File: src/rtl/alu_cmd_ctrl.sv
// alu_cmd_ctrl
//   Byte-command front end for an ALU driven by a UART receiver and transmitter.
//   Command bytes select operand A, operand B or opcode writes. The data byte
//   that follows a write command is captured into the selected register. Other
//   commands request transmission of the ALU result or of a status byte.
//   Errors transmit ERR_CODE: an unknown command byte, a timeout while waiting
//   for an operand byte, or a result request before A, B and opcode are all valid.
//
// Ports
//   clk, rst      : clock and synchronous active-high reset
//   i_rx_data     : received byte, qualified by the single-cycle i_rx_valid
//   i_result      : combinational ALU result from o_A/o_B/o_op
//   i_tx_done     : transmitter end-of-frame pulse
//   o_A/o_B/o_op  : registered operands and opcode
//   o_tx_data     : byte to transmit, held until the next transmit
//   o_tx_start    : single-cycle transmit request
//   o_busy        : high while a transmit is outstanding
//   o_drop        : pulses when a received byte is discarded during a transmit
module alu_cmd_ctrl #(
  parameter int         N        = 8,
  parameter logic [7:0] CMD_A    = 8'h01,
  parameter logic [7:0] CMD_B    = 8'h02,
  parameter logic [7:0] CMD_OP   = 8'h03,
  parameter logic [7:0] CMD_R    = 8'h04,
  parameter logic [7:0] CMD_ST   = 8'h05,
  parameter logic [7:0] ERR_CODE = 8'hEE,
  parameter int         TIMEOUT  = 1000
) (
  input  logic         clk,
  input  logic         rst,
  input  logic [N-1:0] i_rx_data,
  input  logic         i_rx_valid,
  input  logic [N-1:0] i_result,
  input  logic         i_tx_done,
  output logic [N-1:0] o_A,
  output logic [N-1:0] o_B,
  output logic [N-1:0] o_op,
  output logic [N-1:0] o_tx_data,
  output logic         o_tx_start,
  output logic         o_busy,
  output logic         o_drop
);

  localparam int CNT_W = $clog2(TIMEOUT + 1);
  localparam logic [CNT_W-1:0] CNT_LAST = CNT_W'(TIMEOUT - 1);
  localparam logic [N-1:0] CMD_A_N  = N'(CMD_A);
  localparam logic [N-1:0] CMD_B_N  = N'(CMD_B);
  localparam logic [N-1:0] CMD_OP_N = N'(CMD_OP);
  localparam logic [N-1:0] CMD_R_N  = N'(CMD_R);
  localparam logic [N-1:0] CMD_ST_N = N'(CMD_ST);
  localparam logic [N-1:0] ERR_N    = N'(ERR_CODE);

  typedef enum logic [2:0] {IDLE, WAIT_A, WAIT_B, WAIT_OP, SEND, WAIT_DONE} state_t;

  state_t           state, state_nxt;
  logic [CNT_W-1:0] cnt;
  logic             va, vb, vop, unk_flag, to_flag;

  logic             tx_load, set_unk, set_to, clr_err, cnt_clr, cnt_inc;
  logic             wr_a, wr_b, wr_op;
  logic [N-1:0]     tx_nxt;

  function automatic logic [N-1:0] status_byte(input logic t, input logic u,
                                                input logic o, input logic b,
                                                input logic a);
    return {{(N-5){1'b0}}, t, u, o, b, a};
  endfunction

  always_comb begin
    state_nxt = state;
    tx_load   = 1'b0;
    tx_nxt    = o_tx_data;
    set_unk   = 1'b0;
    set_to    = 1'b0;
    clr_err   = 1'b0;
    cnt_clr   = 1'b0;
    cnt_inc   = 1'b0;
    wr_a      = 1'b0;
    wr_b      = 1'b0;
    wr_op     = 1'b0;
    case (state)
      IDLE: begin
        if (i_rx_valid) begin
          cnt_clr = 1'b1;
          if (i_rx_data == CMD_A_N)       state_nxt = WAIT_A;
          else if (i_rx_data == CMD_B_N)  state_nxt = WAIT_B;
          else if (i_rx_data == CMD_OP_N) state_nxt = WAIT_OP;
          else begin
            state_nxt = SEND;
            tx_load   = 1'b1;
            if (i_rx_data == CMD_R_N) begin
              tx_nxt = (va && vb && vop) ? i_result : ERR_N;
            end else if (i_rx_data == CMD_ST_N) begin
              tx_nxt  = status_byte(to_flag, unk_flag, vop, vb, va);
              clr_err = 1'b1;
            end else begin
              tx_nxt  = ERR_N;
              set_unk = 1'b1;
            end
          end
        end
      end
      WAIT_A, WAIT_B, WAIT_OP: begin
        if (i_rx_valid) begin
          wr_a      = (state == WAIT_A);
          wr_b      = (state == WAIT_B);
          wr_op     = (state == WAIT_OP);
          state_nxt = IDLE;
        end else if (cnt == CNT_LAST) begin
          state_nxt = SEND;
          tx_load   = 1'b1;
          tx_nxt    = ERR_N;
          set_to    = 1'b1;
        end else begin
          cnt_inc = 1'b1;
        end
      end
      SEND:      state_nxt = WAIT_DONE;
      WAIT_DONE: if (i_tx_done) state_nxt = IDLE;
      default:   state_nxt = IDLE;
    endcase
  end

  always_ff @(posedge clk) begin
    if (rst) begin
      state     <= IDLE;
      cnt       <= '0;
      va        <= 1'b0;
      vb        <= 1'b0;
      vop       <= 1'b0;
      unk_flag  <= 1'b0;
      to_flag   <= 1'b0;
      o_A       <= '0;
      o_B       <= '0;
      o_op      <= '0;
      o_tx_data <= '0;
    end else begin
      state <= state_nxt;
      if (cnt_clr)      cnt <= '0;
      else if (cnt_inc) cnt <= cnt + 1'b1;
      if (wr_a)  begin o_A  <= i_rx_data; va  <= 1'b1; end
      if (wr_b)  begin o_B  <= i_rx_data; vb  <= 1'b1; end
      if (wr_op) begin o_op <= i_rx_data; vop <= 1'b1; end
      // Error flags are sticky until a status byte has been captured for transmit.
      if (clr_err) begin
        unk_flag <= 1'b0;
        to_flag  <= 1'b0;
      end else begin
        if (set_unk) unk_flag <= 1'b1;
        if (set_to)  to_flag  <= 1'b1;
      end
      if (tx_load) o_tx_data <= tx_nxt;
    end
  end

  assign o_tx_start = (state == SEND);
  assign o_busy     = (state == SEND) || (state == WAIT_DONE);
  assign o_drop     = i_rx_valid && o_busy;

endmodule

File: config.mk
export PLATFORM = sky130hd
export DESIGN_NAME = alu_cmd_ctrl
export DESIGN_NICKNAME = d
export VERILOG_FILES = /design/src/rtl/alu_cmd_ctrl.sv
export SDC_FILE = /design/constraint.sdc
export NUM_CORES = 1
export LEC_CHECK = 0
export ABC_AREA = 0
export BUFFER_PORTS_ARGS = -buffer_cell sky130_fd_sc_hd__buf_4
export CAP_MARGIN = 20
export CELL_PAD_IN_SITES_DETAIL_PLACEMENT = 1
export CELL_PAD_IN_SITES_GLOBAL_PLACEMENT = 1
export CORE_UTILIZATION = 30
export CTS_BUF_LIST = sky130_fd_sc_hd__clkbuf_4 sky130_fd_sc_hd__clkbuf_8
export DETAILED_ROUTE_END_ITERATION = 12
export PLACE_DENSITY_LB_ADDON = 0.1
export REMOVE_ABC_BUFFERS = 1
export SKIP_CTS_REPAIR_TIMING = 1
export SLEW_MARGIN = 5
export SYNTH_ARGS = -nofsm -noshare
export SYNTH_HDL_FRONTEND = slang
export SYNTH_SLANG_ARGS = --single-unit
File: constraint.sdc
create_clock -name clk -period 2.76 [get_ports clk]
set_clock_uncertainty 0.2 [all_clocks]
set_input_delay 0.138 -clock clk [delete_from_list [all_inputs] [get_ports clk]]
set_output_delay 0.138 -clock clk [all_outputs]
set_load 0.1 [all_outputs]
Word level (Yosys, flattened, before mapping)

Index checks and enable logic that the tools add are counted.

$add $sub $neg: 1
Reduce and logical (&&, ||, !) cells: 11
Eq/ne operators: 19
Mux-type cells: 51

Operator list:

| cell                    | number |
|---|---|
| $mux W8                 | 9 |
| $mux W1                 | 32 |
| $mux W3                 | 7 |
| $eq A8 B2 Y1 const B    | 2 |
| $eq A8 B3 Y1 const B    | 2 |
| $pmux W8 S2             | 1 |
| $ne A2 B2 Y1 const B    | 7 |
| $pmux W3 S4             | 1 |
| $add A10 B1 Y10 const B | 1 |
| $eq A10 B10 Y1 const B  | 1 |
| $eq A8 B1 Y1 const B    | 1 |
| $reduce_and A8 Y1       | 1 |
| $eq A3 B2 Y1 const B    | 2 |
| $eq A3 B3 Y1 const B    | 2 |
| $reduce_or A2 Y1        | 2 |
| $eq A3 B1 Y1 const B    | 1 |
| $logic_and A1 B1 Y1     | 3 |
| $logic_not A3 Y1        | 1 |
| $ne A3 B3 Y1 const B    | 1 |
| $reduce_and A3 Y1       | 1 |
| $reduce_or A3 Y1        | 1 |
| $pmux W1 S2             | 1 |
| $reduce_bool A2 Y1      | 1 |
| $logic_or A1 B1 Y1      | 1 |

Bits in registers: 50
Output and inout port bits: 35
Logic and storage cells: 93
Input bits: 20

Depth between registers and ports, before layout

Word-level depth: 9
Mapped depth: 7
Mapped depth without buffers: 6

Worst setup path before layout

No wires, ideal clock.

Path kind: register to output
Start point: reg state[1]
End point: out o_drop
Required time: 2,422 ps
Path buffers: 1
Stages on the path, launching flop included: 5
Data arrival time: 1,930 ps
Slack: 492 ps
Cell sequence: dfxtp_1 buf_2 inv_1 nand2_1 nor2_1

Word-level cells in the longest chain between the ends: 3
Elaborated cells on any way between the ends: 4
Classes of those cells: 2 x eq/ne; 2 x reduce/logical

Ends and longest elaborated chain:

| element                 | line | RTL |
|---|---|---|
| start, declared         | 55   | `state_t state, state_nxt;` |
| start signal, assigned  | 138  | `state <= state_nxt;` |
| $eq A3 B3 Y1            | 157  | `assign o_busy = (state == SEND) \|\| (state == WAIT_DONE);` |
| $logic_or A1 B1 Y1 (*)  | 157  |  |
| $logic_and A1 B1 Y1 (*) | 158  | `assign o_drop = i_rx_valid && o_busy;` |
| end, declared           | 41   | `output logic o_drop` |

Every way passes the cells marked *; elsewhere a longest branch is shown, timed or not.

Final worst setup path

Start point: in i_rx_data[4]
End point: reg o_tx_data[6]

Word-level cells in the longest chain between the ends: 8
Elaborated cells on any way between the ends: 21
Classes of those cells: 8 x eq/ne; 12 x mux; 1 x reduce/logical

Ends and longest elaborated chain:

| element              | line | RTL |
|---|---|---|
| start, declared      | 31   | `input logic [N-1:0] i_rx_data,` |
| $eq A8 B3 Y1         | 93   | `end else if (i_rx_data == CMD_ST_N) begin` |
| $mux W8              | 93   |  |
| $mux W8              | 91   | `if (i_rx_data == CMD_R_N) begin` |
| $mux W8              | 87   | `else if (i_rx_data == CMD_OP_N) state_nxt = WAIT_OP;` |
| $mux W8              | 86   | `else if (i_rx_data == CMD_B_N) state_nxt = WAIT_B;` |
| $mux W8              | 85   | `if (i_rx_data == CMD_A_N) state_nxt = WAIT_A;` |
| $mux W8              | 83   | `if (i_rx_valid) begin` |
| $pmux W8 S2          | 81   | `case (state)` |
| end signal, assigned | 152  | `if (tx_load) o_tx_data <= tx_nxt;` |
| end, declared        | 38   | `output logic [N-1:0] o_tx_data,` |

Several ways; a longest one is shown, not always the timed one. The select of a mux whose other input is x is not followed.
A chain may end at the register's enable or synchronous reset.

==> out/summary.txt <==
Outcome: finished, final reports clean
Reg power frac: 38.1%
Post-Syn Area per Cell: 8.189 µm²
DR pass1 iterations: 4
Largest net degree at the start of global routing: 45
Setup_tns: 0 ps
Yosys warns: 0
Crit path launch type: primary input
Max incr delay on CP: 580 ps
Share of cells above drive strength 1: 23.12%
DRT antenna net count: 0
Htree depth: 2
Max-cap violations: 0
Dpl cell area: 0.002738 mm²
Final Critical Period: 2251 ps
CP Cell Sequence: dlygate4sd3_1, buf_4, or4_4, o41a_2, a211oi_1, a311oi_1
Root buf cell: clkbuf_8
DRT iter0 DRCs: 87
Period utilization: 81.57%
Final nets: 353
Clk Latency, worst-skew pair: 310 ps
Diode count: 0
CTS tree: yes
Synth Cell Area: 0.002285 mm²
Relative max-transition margin: 54.78%
Yosys top cell by area: dfxtp_1
Slowest-stage cell, CP: or4_4
Actual slew at the worst max-slew pin: 676.5 ps
Switching part of the total: 43.13%
Slew Limit Fails: 0
Setup slack, reg-to-reg: 540 ps
WL/cell: 15.35 µm
Fin. Hold Viols: 0
Syn-to-layout area delta: 28.70%
# rows: 31
FF+latch count, synth: 50
CTS clk-pin slew, worst paths: 90 ps
Die W: 89.27 µm
Setup violations, final: 0
DR vias: 2210
GRT Total Usage: 17.22%
Number of global-route vias before repair: 2032
Async S/R FF share, synth: 0%
Setup CP Type: primary input to flop
Critical Path Source: i_rx_data[4]
Worst Path Required: 2740 ps
Antenna violations before repair: 0
# clock sinks: 50
Count of input and output buffers: 54
Psw: 0.0009627 W
RSZ-0062 raised after global routing: false
Placer congestion estimate: 0.7492
Core ar.: 0.007292 mm²
Combinational power share: 38.1%
Peak supply drop: 0.3609 mV
Commonest non-fill, non-tap cells in the layout: 56 x buf_4, 55 x nand2_1, 50 x dfxtp_1
Post-synthesis cell type count: 44
Kind of end point of the critical path: flop
Clock Tree Buf Depth: 2
CP endpoint: o_tx_data[6]$_SDFFE_PP0P_
Die height: 89.27 µm
CTS Buf Count: 5
Peak Freq: 444.2 MHz
Clock Power Share: 23.9%
Via-to-Cell Ratio: 5.116
Share of the synthesized area in the top cell type: 43.81%
Int Power: 0.001269 W
First-pass GRT wire length: 10380 µm
Post-Route WL: 6632 µm
Boundary pin count: 55
Most common cell after layout, fill and taps aside: buf_4
# DRC: 0
CP arrival: 2230 ps
Worst r2r dst: o_tx_data[2]$_SDFFE_PP0P_
R2r startpoint: state[0]$_SDFFE_PP0P_
Die ar.: 0.007968 mm²
Worst Hold Class: primary input to flop
Critical path peak fanout: 8
Starting Density: 31.33%
Post-synth top flop: dfxtp_1
Worst reg2reg path depth: 4
Hold Path Depth: 3
Finished layout cell area: 0.002940 mm²
Ranking of synthesized cells by area: dfxtp_1 44%, nand2_1 9.0%, a21oi_1 7.9%
Final HPWL DP: 4645 µm
Seq/Total Area, Yosys: 43.81%
P_leak: 1.049 nW
Global route total overflow: 0
Number of synthesized flops with an enable pin: 0
P per Cell Area: 759.1 mW/mm²
Syn Inst Count: 279
kinds of logic (layout without fill, tap and decap cells):
kind of cell / after synthesis / in the layout / share of synthesized area (%)
AOI/OAI and AO/OA: 78 / 78 / 22.40
and+or+nand+nor: 120 / 120 / 26.45
muxes: 1 / 1 / 0.4928
adders and majority gates: 1 / 1 / 0.5476
xor gates and xnor gates: 3 / 3 / 1.150
DFF: 50 / 50 / 43.81
buffers and inverters: 26 / 80 / 5.148
worst min-delay path by stage:
stage,start,slack (ps),endpoint
final,i_result[5],10,o_tx_data[5]$_SDFFE_PP0P_
after global routing,i_result[6],50,o_tx_data[6]$_SDFFE_PP0P_
after CTS,i_rx_data[7],-100,o_op[7]$_SDFFE_PP0P_
after detailed placement,i_rx_data[4],240,o_A[4]$_SDFFE_PP0P_
after global placement,i_rx_data[4],230,o_A[4]$_SDFFE_PP0P_
after floorplan,rst,7,o_A[0]$_SDFFE_PP0P_
critical path: cells and delay by family:
kind	cells	cell delay (ps)
buffers and inverters	2	720
AND/OR/NAND/NOR	1	580
AO/OA/AOI/OAI	3	790
stage by stage:
stage / power [W] / utilization (%) / worst slack (ps) / std cells / hold slack [ps]
detailed placement: 0.001711 / 37.54 / 565.3 / 415 / 236.3
finish: 0.002232 / 40.32 / 508.7 / 432 / 12.44
global route: 0.002335 / 40.32 / 372.8 / 432 / 50.48
CTS: 0.002247 / 39.09 / 519.3 / 423 / -102.4
floorplan: 0.001494 / - / 532.3 / 260 / 7.066
global placement: 0.001699 / 37.54 / 671.3 / 415 / 227.1
Yosys cell counts, types with 2 or more instances:
master / instances
nand3_1: 8
o22ai_1: 2
xnor2_1: 2
a21oi_1: 36
a211oi_1: 8
nand4_1: 5
nor4_2: 3
clkbuf_1: 9
dfxtp_1: 50
or3_1: 7
nor2_1: 16
or4_4: 2
a21boi_0: 2
o31ai_1: 4
o211ai_1: 2
a311oi_1: 6
nor3_1: 4
inv_1: 7
nand2_1: 55
nand3b_1: 3
buf_2: 7
nor4_1: 3
and3_1: 3
or4_1: 4
nor2b_1: 2
o21ai_0: 11
power by group through the flow:
stage | Combinational, W | Sequential (W) | Clock, W
2_1_floorplan | 0.000399 | 0.00110 | 0
3_3_place_gp | 0.000834 | 0.000866 | 0
3_5_place_dp | 0.000844 | 0.000866 | 0
4_1_cts | 0.000846 | 0.000850 | 0.000550
5_1_grt | 0.000897 | 0.000862 | 0.000577
6_report | 0.000850 | 0.000850 | 0.000532
per-layer routing:
layer,up-vias,global-route usage (%),wire [µm]
met1,1060,23.57,3244
met2,41,27.27,3040
met3,5,3.047,256
li1,1104,-,-
met5,-,0,0
met4,0,6.061,91
state kept, by name, summed over array words and instances, names as in the netlist:
name / flops
cnt: 10
o_A: 8
o_B: 8
o_op: 8
o_tx_data: 8
state: 3
to_flag: 1
unk_flag: 1
va: 1
vb: 1
vop: 1
final cells by class:
type | instances | area [µm²]
Inverter | 7 | 26.28
Sequential cell | 50 | 1001
Fill cell | 929 | 4352
Timing Repair Buffer | 65 | 510.5
Tap cell | 99 | 123.9
Multi-Input combinational cell | 203 | 1166
Clock buffer | 5 | 68.82
Clock inverter | 3 | 43.79
Power figures use the tool's default switching activity.
